**config.mk**
```make
export PLATFORM = sky130hd
export DESIGN_NAME = hazard_stall_ctrl_flat
export DESIGN_NICKNAME = d
export VERILOG_FILES = /design/src/rtl/hazard_stall_ctrl_if.sv /design/src/rtl/hazard_stall_ctrl.sv /design/src/flat_wrapper.sv
export SDC_FILE = /design/constraint.sdc
export NUM_CORES = 1
export LEC_CHECK = 0
export ABC_AREA = 0
export CAP_MARGIN = 5
export CORE_MARGIN = 3
export CORE_UTILIZATION = 40
export CTS_CLUSTER_DIAMETER = 40
export DETAILED_ROUTE_END_ITERATION = 10
export HOLD_SLACK_MARGIN = 0.08
export PLACE_DENSITY = 0.69
export SLEW_MARGIN = 20
export SYNTH_ARGS = -nofsm -noshare
export SYNTH_HDL_FRONTEND = slang
export SYNTH_SLANG_ARGS = --single-unit
```
**constraint.sdc**
```tcl
create_clock -name i_clk -period 2.15 [get_ports i_clk]
set_input_delay 0.43 -clock i_clk [delete_from_list [all_inputs] [get_ports i_clk]]
set_output_delay 0.43 -clock i_clk [all_outputs]
set_load 0.005 [all_outputs]
```
**src/rtl/hazard_stall_ctrl_if.sv**
```systemverilog
// Hazard-verdict / pipeline-control bundle between the hazard unit,
// the debug unit and the stall controller.
interface hazard_stall_ctrl_if #(
    parameter int CNT_W = 16
);
    logic             i_enable;
    logic             i_not_load;
    logic             i_halt;
    logic             i_ctr_reg_src;
    logic             i_branch_taken;
    logic             o_pc_write;
    logic             o_if_id_write;
    logic             o_if_id_flush;
    logic             o_id_ex_bubble;
    logic             o_end_program;
    logic             o_stall_error;
    logic [CNT_W-1:0] o_stall_count;
    logic [1:0]       o_state;

    // Side that supplies the hazard verdict and observes the pipeline controls.
    modport master (
        output i_enable, i_not_load, i_halt, i_ctr_reg_src, i_branch_taken,
        input  o_pc_write, o_if_id_write, o_if_id_flush, o_id_ex_bubble,
               o_end_program, o_stall_error, o_stall_count, o_state
    );

    // The stall controller itself.
    modport slave (
        input  i_enable, i_not_load, i_halt, i_ctr_reg_src, i_branch_taken,
        output o_pc_write, o_if_id_write, o_if_id_flush, o_id_ex_bubble,
               o_end_program, o_stall_error, o_stall_count, o_state
    );
endinterface

```
**src/rtl/hazard_stall_ctrl.sv**
```systemverilog
// Pipeline stall/halt controller: turns the hazard verdict into PC, IF/ID
// and ID/EX controls, sequences HALT -> drain -> end of program, and keeps
// stall statistics plus a consecutive-stall watchdog.
module hazard_stall_ctrl #(
    parameter int DRAIN_CYCLES = 3,
    parameter int MAX_STALL    = 4,
    parameter int CNT_W        = 16
) (
    input logic                i_clk,
    input logic                i_reset,
    hazard_stall_ctrl_if.slave bus
);

    typedef enum logic [1:0] {
        RUN    = 2'd0,
        DRAIN  = 2'd1,
        HALTED = 2'd2
    } state_t;

    localparam logic [3:0]       DRAIN_INIT  = 4'(DRAIN_CYCLES);
    localparam logic [3:0]       STALL_LIMIT = 4'(MAX_STALL);
    localparam logic [CNT_W-1:0] COUNT_MAX   = '1;

    state_t           state;
    logic [3:0]       drain_cnt;
    logic [3:0]       run_len;
    logic             end_program;
    logic             stall_error;
    logic [CNT_W-1:0] stall_count;

    logic pc_write;
    logic if_id_write;
    logic if_id_flush;
    logic id_ex_bubble;

    // Zero-latency pipeline controls from the live hazard verdict and state.
    always_comb begin
        // NOTE: every output gets a default first so no path leaves one unassigned (no latch).
        pc_write     = 1'b0;
        if_id_write  = 1'b0;
        if_id_flush  = 1'b0;
        id_ex_bubble = 1'b0;
        if (!i_reset && bus.i_enable) begin
            case (state)
                RUN: begin
                    if (bus.i_halt || bus.i_not_load) begin
                        id_ex_bubble = 1'b1;
                    end else begin
                        pc_write     = 1'b1;
                        if_id_write  = 1'b1;
                        id_ex_bubble = bus.i_ctr_reg_src;
                        if_id_flush  = bus.i_branch_taken;
                    end
                end
                DRAIN:   id_ex_bubble = 1'b1;
                default: ;  // HALTED, and the unused encoding 3, drive nothing
            endcase
        end
    end

    // FSM, drain countdown, stall statistics and watchdog; all frozen while disabled.
    always_ff @(posedge i_clk or posedge i_reset) begin
        if (i_reset) begin
            state       <= RUN;
            drain_cnt   <= '0;
            run_len     <= '0;
            end_program <= 1'b0;
            stall_error <= 1'b0;
            stall_count <= '0;
        end else if (bus.i_enable) begin
            // NOTE: state is updated with non-blocking assignments so every register samples pre-edge values.
            case (state)
                RUN: begin
                    if (bus.i_halt) begin
                        state     <= DRAIN;
                        drain_cnt <= DRAIN_INIT;
                    end else if (bus.i_not_load) begin
                        if (stall_count != COUNT_MAX) begin
                            stall_count <= stall_count + 1'b1;
                        end
                        // Cap the run length at the limit so it can never wrap.
                        if (run_len < STALL_LIMIT) begin
                            run_len <= run_len + 4'd1;
                        end
                        if (run_len >= STALL_LIMIT - 4'd1) begin
                            stall_error <= 1'b1;
                        end
                    end else begin
                        run_len <= '0;
                    end
                end
                DRAIN: begin
                    drain_cnt <= drain_cnt - 4'd1;
                    if (drain_cnt == 4'd1) begin
                        state       <= HALTED;
                        end_program <= 1'b1;
                    end
                end
                default: ;  // HALTED holds until reset
            endcase
        end
    end

    assign bus.o_pc_write     = pc_write;
    assign bus.o_if_id_write  = if_id_write;
    assign bus.o_if_id_flush  = if_id_flush;
    assign bus.o_id_ex_bubble = id_ex_bubble;
    assign bus.o_end_program  = end_program;
    assign bus.o_stall_error  = stall_error;
    assign bus.o_stall_count  = stall_count;
    assign bus.o_state        = state;

endmodule

```
**src/flat_wrapper.sv**
```systemverilog
// flat-port wrapper written by rule: the top's interface ports become plain ports
module hazard_stall_ctrl_flat 
#(
    parameter int DRAIN_CYCLES = 3,
    parameter int MAX_STALL    = 4,
    parameter int CNT_W        = 16
)
  (i_clk, i_reset, bus_i_enable, bus_i_not_load, bus_i_halt, bus_i_ctr_reg_src, bus_i_branch_taken, bus_o_pc_write, bus_o_if_id_write, bus_o_if_id_flush, bus_o_id_ex_bubble, bus_o_end_program, bus_o_stall_error, bus_o_stall_count, bus_o_state);
  hazard_stall_ctrl_if #(.CNT_W(CNT_W)) bus_i ();
  input logic i_clk;
  input logic i_reset;
  input wire logic [$bits(bus_i.i_enable)-1:0] bus_i_enable;
  input wire logic [$bits(bus_i.i_not_load)-1:0] bus_i_not_load;
  input wire logic [$bits(bus_i.i_halt)-1:0] bus_i_halt;
  input wire logic [$bits(bus_i.i_ctr_reg_src)-1:0] bus_i_ctr_reg_src;
  input wire logic [$bits(bus_i.i_branch_taken)-1:0] bus_i_branch_taken;
  output wire logic [$bits(bus_i.o_pc_write)-1:0] bus_o_pc_write;
  output wire logic [$bits(bus_i.o_if_id_write)-1:0] bus_o_if_id_write;
  output wire logic [$bits(bus_i.o_if_id_flush)-1:0] bus_o_if_id_flush;
  output wire logic [$bits(bus_i.o_id_ex_bubble)-1:0] bus_o_id_ex_bubble;
  output wire logic [$bits(bus_i.o_end_program)-1:0] bus_o_end_program;
  output wire logic [$bits(bus_i.o_stall_error)-1:0] bus_o_stall_error;
  output wire logic [$bits(bus_i.o_stall_count)-1:0] bus_o_stall_count;
  output wire logic [$bits(bus_i.o_state)-1:0] bus_o_state;
  assign bus_i.i_enable = bus_i_enable;
  assign bus_i.i_not_load = bus_i_not_load;
  assign bus_i.i_halt = bus_i_halt;
  assign bus_i.i_ctr_reg_src = bus_i_ctr_reg_src;
  assign bus_i.i_branch_taken = bus_i_branch_taken;
  assign bus_o_pc_write = bus_i.o_pc_write;
  assign bus_o_if_id_write = bus_i.o_if_id_write;
  assign bus_o_if_id_flush = bus_i.o_if_id_flush;
  assign bus_o_id_ex_bubble = bus_i.o_id_ex_bubble;
  assign bus_o_end_program = bus_i.o_end_program;
  assign bus_o_stall_error = bus_i.o_stall_error;
  assign bus_o_stall_count = bus_i.o_stall_count;
  assign bus_o_state = bus_i.o_state;
  hazard_stall_ctrl #(.DRAIN_CYCLES(DRAIN_CYCLES), .MAX_STALL(MAX_STALL), .CNT_W(CNT_W)) u_core (.i_clk(i_clk), .i_reset(i_reset), .bus(bus_i));
endmodule
```
Word-level counts from Yosys, hierarchy flattened:

Index checks and enable logic that the tools add are counted.

* equality and inequality tests: 6
* reductions and logical operators: 11
* magnitude comparators: 2
* multipliers: 0
* shift operators: 0
* add/sub/neg operators: 3
* muxes and demuxes: 16
* bitwise gates (word level): 1
* divide/modulo/power cells: 0

Operator list (number)
* adder 16 x 1 -> 16 bit, second input constant: 1
* != test 16 bit, second input constant: 1
* two-way mux 4 bit: 3
* AND reduction 5 bit: 2
* two-way mux 1 bit: 8
* one-hot mux 4 bit (2 select lines): 1
* AND reduction 4 bit: 2
* AND reduction 3 bit: 2
* adder 4 x 1 -> 4 bit, second input constant: 1
* == test 4 x 1 -> 1 bit, second input constant: 1
* greater-or-equal comparator 4 x 2 -> 1 bit, second input constant: 1
* < comparator 4 x 3 -> 1 bit, second input constant: 1
* two-way mux 2 bit: 2
* != test 2 x 1 -> 1 bit, second input constant: 2
* one-hot mux 2 bit (2 select lines): 1
* subtractor 4 x 1 -> 4 bit, second input constant: 1
* == test 2 x 1 -> 1 bit, second input constant: 1
* logical NOT 2 bit: 1
* != test 2 bit, second input constant: 1
* one-hot mux 1 bit (2 select lines): 1
* nonzero test 2 bit: 1
* logical AND 1 bit: 1
* logical NOT 1 bit: 1
* logical OR 1 bit: 1
* inverter 1 bit: 1

* bits in latches: 0
* memories kept: 0
* input port bits: 7
* flip-flop bits (word level): 28
* logic and storage cells: 45
* bits in read-only memories: 0
* bits in writable memories: 0

Logic depth before layout (Yosys ltp):

Gate-level depths: netlist (run 1).

* depth after elaboration: 4
* depth in mapped cells: 6
* mapped depth without buffers: 5

Worst setup path after synthesis (run 1):

No wires, ideal clock.

* path type: register -> register
* start: reg u_core.state[0] (netlist: u_core.bus.o_state[0])
* end: reg u_core.stall_count[14] (netlist: u_core.bus.o_stall_count[14])
* arrival: 1.943 ns
* library setup time: 0.128 ns
* buffers on the path: 0
* clock period less this slack: 2.071 ns
* cell stages (with the launch flop): 5
* path slack: 0.079 ns
* path through: dfrtp_1 > or4b_4 > or4_4 > nor3_2 > mux2_1

* cells in the longest elaborated chain, start to end: 2

Ends and longest elaborated chain
* start, declared: RTL line hazard_stall_ctrl.sv:24 `state_t state;`
* start signal, assigned: RTL line hazard_stall_ctrl.sv:64 `state <= RUN;`
* start signal, assigned: RTL line hazard_stall_ctrl.sv:75 `state <= DRAIN;`
* start signal, assigned: RTL line hazard_stall_ctrl.sv:95 `state <= HALTED;`
* logical NOT 2 bit: RTL line hazard_stall_ctrl.sv:72 `case (state)`
* AND reduction 5 bit (no line)
* end signal, assigned: RTL line hazard_stall_ctrl.sv:79 `stall_count <= stall_count + 1'b1;`
* end, declared: RTL line hazard_stall_ctrl.sv:29 `logic [CNT_W-1:0] stall_count;`

No other way between the ends.
A chain may end at the register's enable or synchronous reset.

Worst setup path in the final report (run 1):

* start: reg u_core.state[1] (netlist: u_core.bus.o_state[1])
* end: reg u_core.stall_count[12] (netlist: u_core.bus.o_stall_count[12])

Same word-level chain as after synthesis.

==> results.toml, run 1 <==
[run_status]
status = "finished, violations left"
failed_checks = "setup timing"

[power]
p_int_mw = 0.897
p_total_mw = 1.28
powerDensity_nw_per_um2 = 651
switchingPower_mw = 0.384
leakagePower_nw = 0.904
power_frac_clock_pct = 16.1
power.combinational.fraction_pct = 28.4
share_seq_of_total_power_pct = 55.5
p_sw_share_pct = 30.0
vdd_ir_drop_max_v = 0.000407

[floorplanning]
initial_utilization_pct = 42.2
chipWidth_microns = 65.8
die_h_microns = 65.8
core_sq_um = 3390
pin_count = 31
rows = 21
dieArea_sq_um = 4330

[timing]
worst_slack_ns = -0.0550
tightest_slew_ns = 0.469
period_share_pct = 103
period_minus_slack_ns = 2.20
hold_slack_ns = 0.490
finalMaxSlewViolations = 0
timing.fmax_mhz = 454
setup_tns_ns = -0.103
rsz0062_at_grt = "yes"
slew_headroom_pct = 68.4
fin_skew_ns = 0.00729
setup_viol = 3
hold_viol_final = 0

[finish]
layout_commonest_cell = "dfrtp_1"
n_antenna_cell = 0
layout.nets = 198
drive_gt1_share_pct = 23.8
final_cell_mix = "dfrtp_1 (28), clkdlybuf4s50_1 (24), buf_4 (18)"
syn2layout_area_growth_pct = 37.7

[logic_synthesis]
synth_seq_cells = 28
synth_edf_count = 0
synth_area_sq_um = 1430
seq_area_frac_synth_pct = 49.0
synthCells = 136
synth.distinct_cells = 35
async_flop_share_pct = 100
syn_nets = 147
synthFlopType = "dfrtp_1"
post_synth.cell_area_avg_sq_um = 10.5
yosysWarnings = 0

[clock_tree]
worst_skew_pair.late_latency_ns = 0.32
cts_tree = "yes"
clockBufferDepth = 2
clkSlewWorstSetupHoldPaths_ns = 0.14
htreeDepth = 1
ctsHoldBuffers = 0
numCtsBuffers = 3
root_buffer = "clkbuf_4"
cts_sinks = 28

[global_routing]
grt_max_degree = 29
grt_usage_pct = 15.8
antenna_found_initial = 0
grt_pass1_wl_mm = 5.38
gr-total-overflow = 0
grt_pass1_vias = 1149

[detailed_routing]
firstDrtPassIters = 4
wirelength_mm = 3.16
via_count = 1194
via_per_inst = 5.17
wl_per_cell_microns = 13.7
first_iter_violations = 101
ant_nets = 0
drc = 0

[placement]
portBuffers = 30
gp_congestion = 0.812
hpwl_mm = 2.36

[hold_path]
min_from = "u_core.bus.o_end_program"
min_path_type = "reg -> reg"

[setup_path]
reg2reg_from = "u_core.bus.o_state[1]"
crit_fanout = 3
cp-startpoint = "u_core.bus.o_state[1]"
cp.arrival_ns = 2.43
critPathCaptureType = "flop"
crit_required_ns = 2.37
startpoint_type = "flop"
critPathKind = "reg -> reg"

[flow_run]
drv_cap = 0
cell usage after synthesis (all sizes together), types with 2 or more instances:
cell type	count	area share, %
nor4b	3	1.8
o21ai	7	2.5
a21oi	2	0.70
and3	2	0.88
a22o	2	1.2
inv	9	2.4
nor3b	2	1.1
a31o	2	1.2
clkbuf	3	0.79
nor3	7	3.2
nand4	4	1.8
a31oi	2	0.88
nor4	5	4.3
nand2	11	2.9
nand3	7	2.5
or4	4	2.6
ha	4	3.5
dfrtp	28	49
nor2	8	2.1
mux2	3	2.4
xor2	11	6.7
power by group through the flow:
stage          Combinational, mW  Clock [mW]  Sequential [mW]
6_report                   0.364       0.207            0.710
5_1_grt                    0.418       0.236            0.725
4_1_cts                    0.370       0.222            0.709
3_5_place_dp               0.372           0            0.720
3_3_place_gp               0.354           0            0.712
2_1_floorplan              0.178           0            0.711
critical path, stage by stage (launching register included):
cell,delay (ns)
dfrtp_1,0.41
or4b_4,0.57
buf_6,0.14
or4_4,0.54
nor2_2,0.15
mux2_4,0.31
layout make-up:
| class | instances | area, sq um |
|---|---|---|
| clock buffers | 3 | 22.5 |
| fillers | 285 | 1420 |
| inverters | 9 | 33.8 |
| multi-input cells | 95 | 718 |
| flip-flops and latches | 28 | 701 |
| well taps | 46 | 57.6 |
| repair buffers | 50 | 435 |
metrics by stage:
stage / setup WS [ns] / std cells / cell area [sq um] / utilization [%]
finish: -0.0550 / 231 / 1970 / 58.1
global route: -0.0840 / 231 / 1970 / 58.1
detailed placement: -0.667 / 224 / 1890 / 55.9
CTS: -0.160 / 228 / 1930 / 56.8
floorplan: 0.0790 / 136 / 1430 / -
global placement: -0.620 / 224 / 1890 / 55.9
final timing paths:
kind	endpoint	slack, ns	depth (start not counted)
hold / removal	u_core.bus.o_end_program	0.49	1
setup / recovery	u_core.bus.o_stall_count[12]	-0.05	5
setup reg to reg	u_core.bus.o_stall_count[12]	-0.05	5
min in group asynchronous	u_core.drain_cnt[2]	0.59	3
max in group asynchronous	u_core.bus.o_stall_count[2]	1.29	3
hold reg to reg	u_core.bus.o_end_program	0.49	1
cell families (layout without fill, tap and decap cells):
logic type,after synthesis,count (layout),synth area share (%)
xor+xnor,12,12,7.36
simple gates,58,58,25.7
fa+ha+maj,4,4,3.50
buf+inv,13,62,3.68
flops,28,28,49.0
compound gates,17,17,7.62
mux,4,4,3.06
state kept, by name, indices dropped and copies added (netlist names):
name,cells
u_core.bus.o_state,2
u_core.bus.o_stall_count,16
u_core.drain_cnt,4
u_core.bus.o_end_program,1
u_core.run_len,4
u_core.bus.o_stall_error,1
timing repair:
| action | 4_1_cts | 5_1_grt |
|---|---|---|
| setup endpoints to repair | 11 | 10 |
| resized for setup | 20 | 8 |
| setup buffers | 2 | 3 |
| pin swaps | 9 | 7 |
metal layers:
metal  vias to the layer above  wire (microns)  global-route usage, %
met5                         -               0                      0
met4                         0              17                   4.92
met3                         2             147                   2.74
met2                        33            1610                   27.2
met1                       574            1380                   19.9
li1                        585               -                      -
No activity file was read; power rests on OpenSTA's default activity.
==> run 2, diff against run 1 <==
- SLEW_MARGIN: 20 -> default
==> results of run 2 <==
The final DEF is identical to that of run 1; final timing and power are the same.
==> run 3, diff against run 2 <==
- PLACE_DENSITY: 0.69 -> default
- PLACE_DENSITY_LB_ADDON: default -> 0.12
- SLEW_MARGIN: default -> 20
==> run 3 against run 2 <==
  * The run still ends with setup timing left
  * Hold slack gained 0.0080 ns
  * Clock power grew 70%
  * Sequential share of layout area shrank 1.3 points
  * Critical endpoint is now u_core.bus.o_stall_count[14]
==> results.toml, run 3 (synthesis results as in run 1) <==
[run_status]
status = "finished, violations left"
failed_checks = "setup timing"

[finish]
largest_reg_flops = 16
drive_gt1_share_pct = 26.1
layout_commonest_cell = "dfrtp_1"
syn2layout_area_growth_pct = 42.9
n_antenna_cell = 0
n_fill_cell = 302
seq_area_sq_um = 701
multi_input_area_sq_um = 727
final_cell_mix = "dfrtp_1 (28), clkdlybuf4s50_1 (24), buf_4 (18)"
fin_area_sq_um = 2040
layout.nets = 200

[clock_tree]
root_buffer = "clkbuf_4"
worst_skew_pair.late_latency_ns = 0.34
cts_sinks = 28
clockBufferDepth = 2
numCtsBuffers = 3
htreeDepth = 1
clkSlewWorstSetupHoldPaths_ns = 0.17
cts_tree = "yes"

[setup_path]
cp.arrival_ns = 2.44
critPathMaxStageDelay_ns = 0.55
crit_fanout = 3
startpoint_type = "flop"
crit_required_ns = 2.40
slowest_stage = "or4b_4"
critPathKind = "reg -> reg"
critPathCaptureType = "flop"
worstPathCellList = "or4b_4, buf_6, or4_4, nor3_2, mux2_4"

[hold_path]
min_path_type = "reg -> reg"

[placement]
gp_congestion = 0.770
portBuffers = 30
postPlaceCellArea_sq_um = 1900
hpwl_mm = 2.42

[global_routing]
grt_pass1_wl_mm = 5.42
gr-total-overflow = 0
grt_usage_pct = 16.1
antenna_found_initial = 0
grt_pass1_vias = 1191
grt_max_degree = 29

[detailed_routing]
drc = 0
wirelength_mm = 3.16
ant_nets = 0
via_per_inst = 5.12
first_iter_violations = 29
wl_per_cell_microns = 13.5
via_count = 1199
firstDrtPassIters = 4

[timing]
period_minus_slack_ns = 2.19
timing.fmax_mhz = 457
setup_viol = 6
tightest_slew_ns = 0.519
period_share_pct = 102
hold_viol_final = 0
hold_slack_ns = 0.498
fin_skew_ns = 0.0192
slew_headroom_pct = 65.3
worst_slack_ns = -0.0383
rsz0062_at_grt = "yes"
finalMaxSlewViolations = 0

[floorplanning]
chipWidth_microns = 65.8
initial_utilization_pct = 42.2
rows = 21
pin_count = 31
core_sq_um = 3390
die_h_microns = 65.8
dieArea_sq_um = 4330

[flow_run]
drv_cap = 0

[power]
powerDensity_nw_per_um2 = 704
leakagePower_nw = 0.913
vdd_ir_drop_max_v = 0.000361
-- run 3: changes by cell type in the layout (fill, tap and decap cells not counted), sizes merged --
cell	delta
bufinv	+1
clkbuf	-1
buf	+3
-- run 3: layout make-up --
| class | count | share of cell area, % |
|---|---|---|
| Clock buffer | 3 | 1.10 |
| Multi-Input combinational cell | 95 | 35.6 |
| Clock inverter | 1 | 1.47 |
| Tap cell | 46 | 2.82 |
| Timing Repair Buffer | 52 | 23.0 |
| Sequential cell | 28 | 34.3 |
| Inverter | 9 | 1.65 |
-- run 3: metal layers --
metal	routed length (microns)	part of all wire, %	track usage [%]
met1	1480	47	19.7
met5	0	0	0
met3	102	3.2	2.74
met2	1560	49	28.4
met4	21	0.66	5.18
-- run 3: where the power goes --
| group | leakage, nW | total [mW] | switching, mW | internal, mW |
|---|---|---|---|---|
| sequential | 0.353 | 0.710 | 0.0884 | 0.621 |
| combinational | 0.532 | 0.377 | 0.155 | 0.222 |
| clock | 0.0279 | 0.351 | 0.163 | 0.188 |
| total | 0.913 | 1.44 | 0.406 | 1.03 |
-- run 3: worst max-delay path: cells and delay by family, from the launching register on --
kind	cells	cell delay, ns
muxes	1	0.31
buffers and inverters	1	0.14
DFF	1	0.41
and+or+nand+nor	3	1.25
-- run 3: timing repair --
action	in CTS	in global routing
resized for setup	25	9
endpoints found under the setup margin	10	9
setup buffers	2	3
hold buffers	0	0
pin swaps	6	7
hold endpoints to repair	0	0
-- run 3: metrics by stage --
stage	setup WS [ns]	power [mW]	TNS [ns]	util [%]	instances
final	-0.0383	1.44	-0.124	60.2	234
after global routing	-0.108	1.53	-0.561	60.2	234
after CTS	-0.108	1.44	-0.240	58.5	231
after detailed placement	-0.483	1.09	-4.98	56.1	225
after global placement	-0.489	1.07	-5.17	56.1	225
after floorplan	0.0790	0.888	0	-	136
-- run 3: worst paths after layout --
kind / startpoint / to / slack, ns / cells past startpoint
max in group asynchronous: i_reset / u_core.bus.o_state[1] / 1.30 / 3
min in group asynchronous: i_reset / u_core.drain_cnt[3] / 0.55 / 3
worst min-delay path: u_core.bus.o_stall_error / u_core.bus.o_stall_error / 0.50 / 1
worst max-delay path: u_core.bus.o_state[1] / u_core.bus.o_stall_count[14] / -0.04 / 5
worst min register to register: u_core.bus.o_stall_error / u_core.bus.o_stall_error / 0.50 / 1
worst max register to register: u_core.bus.o_state[1] / u_core.bus.o_stall_count[14] / -0.04 / 5
